### src/rtl/udp_filter_cfg_ctrl_if.sv
// rtl/udp_filter_cfg_ctrl_if.sv - host/filter-side signal bundle for udp_filter_cfg_ctrl
//
// Purpose: groups the host configuration strobe, the counter clear, the two
// snooped filter valids and all status outputs of the controller.
// Ports (modport slave = controller, modport master = host/filter side):
//   cfg_wr_en, cfg_wr_port[15:0]  host write of a new destination port
//   cnt_clr                        clear all statistics counters
//   in_valid, out_valid            snooped filter stream_in / stream_out valid
//   active_port[15:0]              port value driving the filter
//   cfg_pending                    shadow holds an uncommitted value
//   pkt_count, match_count,
//   drop_count, runt_count         statistics counters, CNT_W bits each
interface udp_filter_cfg_ctrl_if #(
    parameter int CNT_W = 32
);
    logic             cfg_wr_en;
    logic [15:0]      cfg_wr_port;
    logic             cnt_clr;
    logic             in_valid;
    logic             out_valid;
    logic [15:0]      active_port;
    logic             cfg_pending;
    logic [CNT_W-1:0] pkt_count;
    logic [CNT_W-1:0] match_count;
    logic [CNT_W-1:0] drop_count;
    logic [CNT_W-1:0] runt_count;

    modport master (
        output cfg_wr_en, cfg_wr_port, cnt_clr, in_valid, out_valid,
        input  active_port, cfg_pending, pkt_count, match_count, drop_count, runt_count
    );

    modport slave (
        input  cfg_wr_en, cfg_wr_port, cnt_clr, in_valid, out_valid,
        output active_port, cfg_pending, pkt_count, match_count, drop_count, runt_count
    );
endinterface

### src/rtl/udp_filter_cfg_ctrl.sv
// rtl/udp_filter_cfg_ctrl.sv - port configuration and statistics controller for one udp_packet_filter
//
// Purpose: holds the active destination port for the filter, buffers host
// writes in a shadow register and commits them only in an inter-packet gap,
// and counts packets, matched packets and dropped packets by snooping the
// filter's input and output valid.
// Optional feature: define UDP_CFG_RUNT_CNT_EN to count packets shorter than
// 42 bytes in runt_count; otherwise runt_count is tied to zero and no byte
// length register exists.
// Ports:
//   clk    clock
//   reset  synchronous, active-high
//   bus    udp_filter_cfg_ctrl_if.slave (config, snooped valids, status)
module udp_filter_cfg_ctrl #(
    parameter int          CNT_W        = 32,
    parameter logic [15:0] DEFAULT_PORT = 16'd0,
    parameter int          MIN_GAP      = 2
) (
    input  logic                  clk,
    input  logic                  reset,
    udp_filter_cfg_ctrl_if.slave  bus
);

    localparam int GW = $clog2(MIN_GAP + 1);

    typedef enum logic {
        S_GAP = 1'b0,
        S_PKT = 1'b1
    } state_t;

    state_t           state;
    logic [GW-1:0]    gap_cnt;
    logic             match_flag;
    logic [CNT_W-1:0] pkt_q;
    logic [CNT_W-1:0] match_q;
    logic [CNT_W-1:0] drop_q;
    logic [15:0]      active_q;
    logic [15:0]      shadow_q;
    logic             pending_q;
    logic             gap_ok;
    logic             eop;

    function automatic logic [CNT_W-1:0] sat_inc(input logic [CNT_W-1:0] v);
        return (&v) ? v : v + {{(CNT_W-1){1'b0}}, 1'b1};
    endfunction

    // The end-of-packet cycle is still in S_PKT, so it never counts as gap
    // and a commit can only land MIN_GAP idle cycles after it.
    assign gap_ok = (state == S_GAP) && !bus.in_valid && (gap_cnt >= GW'(MIN_GAP));
    assign eop    = (state == S_PKT) && !bus.in_valid;

    always_ff @(posedge clk) begin
        if (reset) begin
            state      <= S_GAP;
            gap_cnt    <= GW'(MIN_GAP);
            match_flag <= 1'b0;
            pkt_q      <= '0;
            match_q    <= '0;
            drop_q     <= '0;
        end else begin
            case (state)
                S_GAP: begin
                    if (bus.in_valid) begin
                        state      <= S_PKT;
                        match_flag <= 1'b0;
                        gap_cnt    <= '0;
                    end else if (gap_cnt < GW'(MIN_GAP)) begin
                        gap_cnt <= gap_cnt + 1'b1;
                    end
                end
                S_PKT: begin
                    if (bus.in_valid) begin
                        match_flag <= match_flag | bus.out_valid;
                    end else begin
                        state <= S_GAP;
                    end
                end
            endcase

            if (bus.cnt_clr) begin
                pkt_q   <= '0;
                match_q <= '0;
                drop_q  <= '0;
            end else if (eop) begin
                pkt_q <= sat_inc(pkt_q);
                if (match_flag) begin
                    match_q <= sat_inc(match_q);
                end else begin
                    drop_q <= sat_inc(drop_q);
                end
            end
        end
    end

    // A write arriving in a gap_ok cycle bypasses the shadow and commits
    // directly; any other write parks in the shadow until the next gap_ok.
    always_ff @(posedge clk) begin
        if (reset) begin
            active_q  <= DEFAULT_PORT;
            shadow_q  <= DEFAULT_PORT;
            pending_q <= 1'b0;
        end else if (gap_ok && (pending_q || bus.cfg_wr_en)) begin
            active_q  <= bus.cfg_wr_en ? bus.cfg_wr_port : shadow_q;
            pending_q <= 1'b0;
            if (bus.cfg_wr_en) begin
                shadow_q <= bus.cfg_wr_port;
            end
        end else if (bus.cfg_wr_en) begin
            shadow_q  <= bus.cfg_wr_port;
            pending_q <= 1'b1;
        end
    end

`ifdef UDP_CFG_RUNT_CNT_EN
    logic [5:0]       byte_len;
    logic [CNT_W-1:0] runt_q;

    always_ff @(posedge clk) begin
        if (reset) begin
            byte_len <= 6'd0;
            runt_q   <= '0;
        end else begin
            if (state == S_GAP && bus.in_valid) begin
                byte_len <= 6'd1;
            end else if (state == S_PKT && bus.in_valid && byte_len != 6'd63) begin
                byte_len <= byte_len + 6'd1;
            end

            // 42 = Ethernet 14 + IPv4 20 + UDP 8 header bytes.
            if (bus.cnt_clr) begin
                runt_q <= '0;
            end else if (eop && byte_len < 6'd42) begin
                runt_q <= sat_inc(runt_q);
            end
        end
    end

    assign bus.runt_count = runt_q;
`else
    assign bus.runt_count = '0;
`endif

    assign bus.active_port = active_q;
    assign bus.cfg_pending = pending_q;
    assign bus.pkt_count   = pkt_q;
    assign bus.match_count = match_q;
    assign bus.drop_count  = drop_q;

endmodule

### src/flat_wrapper.sv
// flat-port wrapper written by rule: the top's interface ports become plain ports
module udp_filter_cfg_ctrl_flat 
#(
    parameter int          CNT_W        = 32,
    parameter logic [15:0] DEFAULT_PORT = 16'd0,
    parameter int          MIN_GAP      = 2
)
  (clk, reset, bus_cfg_wr_en, bus_cfg_wr_port, bus_cnt_clr, bus_in_valid, bus_out_valid, bus_active_port, bus_cfg_pending, bus_pkt_count, bus_match_count, bus_drop_count, bus_runt_count);
  udp_filter_cfg_ctrl_if #(.CNT_W(CNT_W)) bus_i ();
  input  logic clk;
  input  logic reset;
  input wire logic [$bits(bus_i.cfg_wr_en)-1:0] bus_cfg_wr_en;
  input wire logic [$bits(bus_i.cfg_wr_port)-1:0] bus_cfg_wr_port;
  input wire logic [$bits(bus_i.cnt_clr)-1:0] bus_cnt_clr;
  input wire logic [$bits(bus_i.in_valid)-1:0] bus_in_valid;
  input wire logic [$bits(bus_i.out_valid)-1:0] bus_out_valid;
  output wire logic [$bits(bus_i.active_port)-1:0] bus_active_port;
  output wire logic [$bits(bus_i.cfg_pending)-1:0] bus_cfg_pending;
  output wire logic [$bits(bus_i.pkt_count)-1:0] bus_pkt_count;
  output wire logic [$bits(bus_i.match_count)-1:0] bus_match_count;
  output wire logic [$bits(bus_i.drop_count)-1:0] bus_drop_count;
  output wire logic [$bits(bus_i.runt_count)-1:0] bus_runt_count;
  assign bus_i.cfg_wr_en = bus_cfg_wr_en;
  assign bus_i.cfg_wr_port = bus_cfg_wr_port;
  assign bus_i.cnt_clr = bus_cnt_clr;
  assign bus_i.in_valid = bus_in_valid;
  assign bus_i.out_valid = bus_out_valid;
  assign bus_active_port = bus_i.active_port;
  assign bus_cfg_pending = bus_i.cfg_pending;
  assign bus_pkt_count = bus_i.pkt_count;
  assign bus_match_count = bus_i.match_count;
  assign bus_drop_count = bus_i.drop_count;
  assign bus_runt_count = bus_i.runt_count;
  udp_filter_cfg_ctrl #(.CNT_W(CNT_W), .DEFAULT_PORT(DEFAULT_PORT), .MIN_GAP(MIN_GAP)) u_core (.clk(clk), .reset(reset), .bus(bus_i));
endmodule
### config.mk
export PLATFORM = sky130hd
export DESIGN_NAME = udp_filter_cfg_ctrl_flat
export DESIGN_NICKNAME = d
export VERILOG_FILES = /design/src/rtl/udp_filter_cfg_ctrl_if.sv /design/src/rtl/udp_filter_cfg_ctrl.sv /design/src/flat_wrapper.sv
export SDC_FILE = /design/constraint.sdc
export NUM_CORES = 1
export LEC_CHECK = 0
export BUFFER_PORTS_ARGS = -buffer_cell sky130_fd_sc_hd__buf_2
export CAP_MARGIN = 20
export CORE_MARGIN = 5
export CORE_UTILIZATION = 38
export DETAILED_ROUTE_END_ITERATION = 8
export MAX_ROUTING_LAYER = met4
export PLACE_DENSITY = 0.65
export RECOVER_POWER = 50
export SYNTH_ARGS = -nofsm -noshare
export SYNTH_HDL_FRONTEND = slang
export SYNTH_SLANG_ARGS = --single-unit
### constraint.sdc
create_clock -name clk -period 3.1 [get_ports clk]
set_input_delay 0.62 -clock clk [delete_from_list [all_inputs] [get_ports clk]]
set_output_delay 0.62 -clock clk [all_outputs]
set_load 0.01 [all_outputs]
# Word-level counts from Yosys, hierarchy flattened

Index checks and enable logic that the tools add are counted.

Bits in registers: 133
Input port bits: 22
Output and inout port bits: 145
Word-level logic and storage cells: 47

$add $sub $neg: 4
Order comparisons: 2
Equal/unequal tests: 2
Mux-type cells: 7
Bitwise gates (word level): 6
Reductions and logical operators: 17

Operators by type and width:

| operator                                                 | number |
|---|---|
| adder 32 x 1 -> 32 bit, second input constant            | 3 |
| AND reduction 32 bit                                     | 3 |
| two-way mux 16 bit                                       | 1 |
| AND reduction 2 bit                                      | 3 |
| AND reduction 3 bit                                      | 2 |
| inverter 1 bit                                           | 5 |
| logical AND 1 bit                                        | 4 |
| two-way mux 2 bit                                        | 2 |
| != test 2 bit, second input constant                     | 2 |
| OR reduction 2 bit                                       | 2 |
| two-way mux 1 bit                                        | 3 |
| adder 2 x 1 -> 2 bit, second input constant              | 1 |
| greater-or-equal comparator 2 bit, second input constant | 1 |
| < comparator 2 bit, second input constant                | 1 |
| one-hot mux 1 bit (2 select lines)                       | 1 |
| nonzero test 2 bit                                       | 1 |
| zero test 1 bit                                          | 1 |
| logical OR 1 bit                                         | 1 |
| bitwise OR 1 bit                                         | 1 |

# Depth between registers and ports, before layout

Depth after elaboration: 5
Depth in mapped cells: 8
Mapped depth without buffers: 6

# Worst setup path after synthesis

No wires, ideal clock.

Kind: input port to flip-flop
From: in bus_in_valid
To: reg u_core.drop_q[30], in the netlist u_core.bus.drop_count[30]
Setup time: 0.070 ns
Data arrival time: 2.245 ns
Data required time: 3.030 ns
Slack: 0.784 ns
Stages on the path: 7
Path buffers: 2
Path through: buf_6 -> or3b_1 -> buf_4 -> nor3_4 -> nand4_4 -> or4_1 -> a21oi_1

Word-level cells in the longest chain between the ends: 3

RTL lines:

| item                          | RTL line                  | RTL |
|---|---|---|
| start: declaration            | flat_wrapper.sv:15        | `input wire logic [$bits(bus_i.in_valid)-1:0] bus_in_valid;` |
| zero test 1 bit               | udp_filter_cfg_ctrl.sv:50 | `assign eop = (state == S_PKT) && !bus.in_valid;` |
| logical AND 1 bit             | udp_filter_cfg_ctrl.sv:50 |  |
| AND reduction 3 bit (no line) | --                        |  |
| end signal: assignment        | udp_filter_cfg_ctrl.sv:89 | `drop_q <= sat_inc(drop_q);` |
| end: declaration              | udp_filter_cfg_ctrl.sv:36 | `logic [CNT_W-1:0] drop_q;` |

No other way between the ends.
A chain may end at the register's enable or synchronous reset.

# Final worst setup path

From: in reset
To: reg u_core.match_q[19], in the netlist u_core.bus.match_count[19]

Word-level cells in the longest chain between the ends: 1

RTL lines:

| item                         | RTL line                  | RTL |
|---|---|---|
| start: declaration           | flat_wrapper.sv:11        | `input logic reset;` |
| OR reduction 2 bit (no line) | --                        |  |
| end signal: assignment       | udp_filter_cfg_ctrl.sv:87 | `match_q <= sat_inc(match_q);` |
| end: declaration             | udp_filter_cfg_ctrl.sv:35 | `logic [CNT_W-1:0] match_q;` |

No other way between the ends.

==> flow_metrics.py <==
metrics = {
    "drt": {
        "initialDrtViolationCount": 381,
        "ant_nets": 0,
        "drc": 0,
        "wl_per_cell_um": 15.00,
        "wl_um": 17100,
        "vias": 6242,
        "drtPass1Iterations": 6,
        "vias_per_cell": 5.475,
    },
    "yosys": {
        "yosysTopAreaCell": "dfxtp_1",
        "synthTopCellsByCount": "dfxtp_1 (133), a21oi_1 (77), nor2_1 (59)",
        "syn_area_per_cell_um2": 8.380,
        "yosysTopAreaCellShare": 0.4089,
        "synth_edf_count": 0,
        "synthTopCellsByArea": "dfxtp_1 (41%), a21oi_1 (5.9%), or3_1 (5.4%)",
        "synth.most_common_cell": "dfxtp_1",
        "ys_seq_area_frac": 0.4089,
        "synthesis.area_um2": 6511,
        "async_reset_ff_frac": 0,
        "synth-seq-cells": 133,
        "syn_inst": 777,
        "synth-main-ff-cell": "dfxtp_1",
        "yosys_warnings": 0,
        "synth.distinct_cells": 53,
    },
    "timing": {
        "rsz0062_at_grt": "false",
        "tns_ns": 0,
        "period_share": 0.8230,
        "setup_viol": 0,
        "min_period_ns": 2.551,
        "max_freq_mhz": 392.0,
        "slew_violations": 45,
        "tightest_slew_ns": 1.885,
        "slew_headroom": -0.2563,
        "skew_ns": 0.007334,
        "hold_viol": 0,
    },
    "clock_network": {
        "cts_setup_buffers": 0,
        "cts_resized": 0,
        "cts.clk_slew.worst_paths_ns": 0.06,
        "clock_latency_ns": 0.41,
        "cts_tree": "built",
        "cts_sinks": 133,
        "cts_root_buffer": "clkbuf_16",
        "clockBufferDepth": 2,
        "cts_hold_buf": 0,
        "htreeDepth": 4,
        "cts_buffers": 17,
    },
    "placement": {
        "dp_hpwl_um": 12260,
        "portBuffers": 134,
        "gp_congestion": 0.8195,
    },
    "critical_path": {
        "critPathRequiredTime_ns": 3.41,
        "r2r_setup_slack_ns": 0.74,
        "critPathLaunchType": "input pin",
        "r2r_start": "u_core.bus.pkt_count[2]",
        "crit_fanout": 44,
        "r2r_cells": 5,
        "crit_type": "in2reg",
        "setup.worst_path.start": "reset",
        "cp.arrival_ns": 2.86,
        "r2r-end": "u_core.bus.pkt_count[12]",
        "critPathCaptureType": "flop",
    },
    "power_and_ir_drop": {
        "irDropWorstVdd_mv": 0.3655,
        "power_density_nw_per_um2": 500.9,
        "power_mw": 3.891,
        "p_leak_nw": 2.594,
    },
    "die": {
        "die_w_um": 140.9,
        "fp-row-count": 47,
        "io_pins": 167,
        "coreArea_um2": 16700,
        "die_h_um": 140.9,
        "fp.dieArea_um2": 19850,
        "initial_utilization": 0.3899,
    },
    "global_route": {
        "grt_overflow": 0,
        "grt_max_degree": 45,
        "grt_first_pass_wirelength_um": 28280,
        "track_usage": 0.1752,
        "first_global_vias": 5648,
        "antenna_found_initial": 0,
    },
    "worst_hold_path": {
        "hp-start": "bus_cfg_wr_port[11]",
        "hold_depth": 3,
        "hp-class": "in2reg",
        "whs_endpoint": "u_core.shadow_q[11]",
    },
    "flow_run": {
        "max_cap_violations": 1,
    },
    "final_layout": {
        "drive_gt1_frac": 0.1098,
        "diodes": 0,
        "nNetsFinal": 934,
        "syn_to_final_growth_pct": 19.29,
    },
    "status": {
        "status": "finished with violations",
        "violations": "max-capacitance violations, max-slew violations",
    },
}
[per-layer routing]
layer / global-route usage / routed length (um) / up-vias
li1: - / - / 3130
met1: 0.2222 / 7773 / 2907
met2: 0.2729 / 7922 / 190
met3: 0.05080 / 1257 / 15
met4: 0.05099 / 148 / 0
met5: - / 0 / -
[placed cells by master (no fill, tap or decap), types with 4 or more instances in the layout]
| cell type | Yosys | layout |
|---|---|---|
| o31ai_1 | 30 | 30 |
| nor2_1 | 59 | 59 |
| a211oi_1 | 16 | 16 |
| buf_4 | 35 | 19 |
| conb_1 | 1 | 32 |
| clkbuf_16 | 0 | 17 |
| or4_1 | 29 | 29 |
| inv_1 | 10 | 10 |
| o211ai_1 | 8 | 8 |
| nor4_1 | 8 | 7 |
| o21ai_0 | 47 | 47 |
| buf_2 | 6 | 37 |
| clkbuf_1 | 30 | 98 |
| nor3_1 | 14 | 14 |
| ha_1 | 4 | 4 |
| nand4_1 | 35 | 35 |
| and3_1 | 9 | 9 |
| and2_1 | 5 | 5 |
| dfxtp_1 | 133 | 133 |
| nand3_1 | 33 | 33 |
| or3_1 | 56 | 56 |
| clkinvlp_4 | 0 | 5 |
| clkinv_2 | 0 | 4 |
| nand2_1 | 55 | 55 |
| mux2i_1 | 23 | 23 |
| a21oi_1 | 77 | 77 |
| and4_1 | 8 | 8 |
[through the flow]
step | instance area [um2] | utilization | hold WS [ns] | setup slack, ns | instances
floorplan | 6628 | - | 0.4564 | 0.7843 | 808
global placement | 7318 | 0.4382 | 0.4748 | 0.5520 | 1109
global route | 7767 | 0.4651 | 0.4787 | 0.2811 | 1140
finish | 7767 | 0.4651 | 0.4662 | 0.5487 | 1140
CTS | 7893 | 0.4726 | 0.4489 | 0.7312 | 1140
detailed placement | 7318 | 0.4382 | 0.4787 | 0.5169 | 1109
[flip-flops by register name, summed over array words and instances, names as in the netlist]
signal,flops
u_core.bus.active_port,16
u_core.bus.cfg_pending,1
u_core.bus.drop_count,32
u_core.bus.match_count,32
u_core.bus.pkt_count,32
u_core.gap_cnt,2
u_core.match_flag,1
u_core.shadow_q,16
u_core.state,1
[cell families (layout without fill, tap and decap cells)]
logic type | after synthesis | count (layout) | synth area share
adders and majority gates | 4 | 4 | 0.007687
DFF | 133 | 133 | 0.4089
and+or+nand+nor | 339 | 339 | 0.3000
buffers and inverters | 83 | 195 | 0.07033
AOI/OAI and AO/OA | 190 | 190 | 0.1718
other | 1 | 32 | 0.0005759
muxes | 23 | 23 | 0.03536
xor gates and xnor gates | 4 | 4 | 0.005381
[how the worst max path moves through the flow]
stage	end	slack (ns)	depth (start not counted)
global route	u_core.bus.match_count[19]	0.28	7
finish	u_core.bus.match_count[19]	0.55	7
global placement	u_core.bus.drop_count[29]	0.55	6
detailed placement	u_core.bus.drop_count[25]	0.52	6
floorplan	u_core.bus.drop_count[30]	0.78	7
CTS	u_core.bus.drop_count[25]	0.73	5
[where the power goes]
part | switching, mW | leakage (nW) | internal (mW) | total [mW]
registers | 0.0179 | 1.08 | 1.74 | 1.76
logic | 0.120 | 1.25 | 0.0574 | 0.177
clock network | 0.758 | 0.270 | 1.19 | 1.95
[final cells by class]
type                       count  area (um2)
fill                        1721        8934
clock inverter                13       135.1
timing repair buffer         154       695.7
tap                          220       275.3
clock buffer                  18       439.2
multi-input combinational    592        3522
inverter                      10       37.54
sequential                   133        2663
[worst max-delay path, stage by stage]
cell and delay, ns:
clkbuf_1 0.12, clkbuf_1 1.37, nor2_1 0.11, buf_4 0.28, nand2_1 0.09, a31oi_1 0.04
a41o_1 0.22
Power figures use the tool's default switching activity.
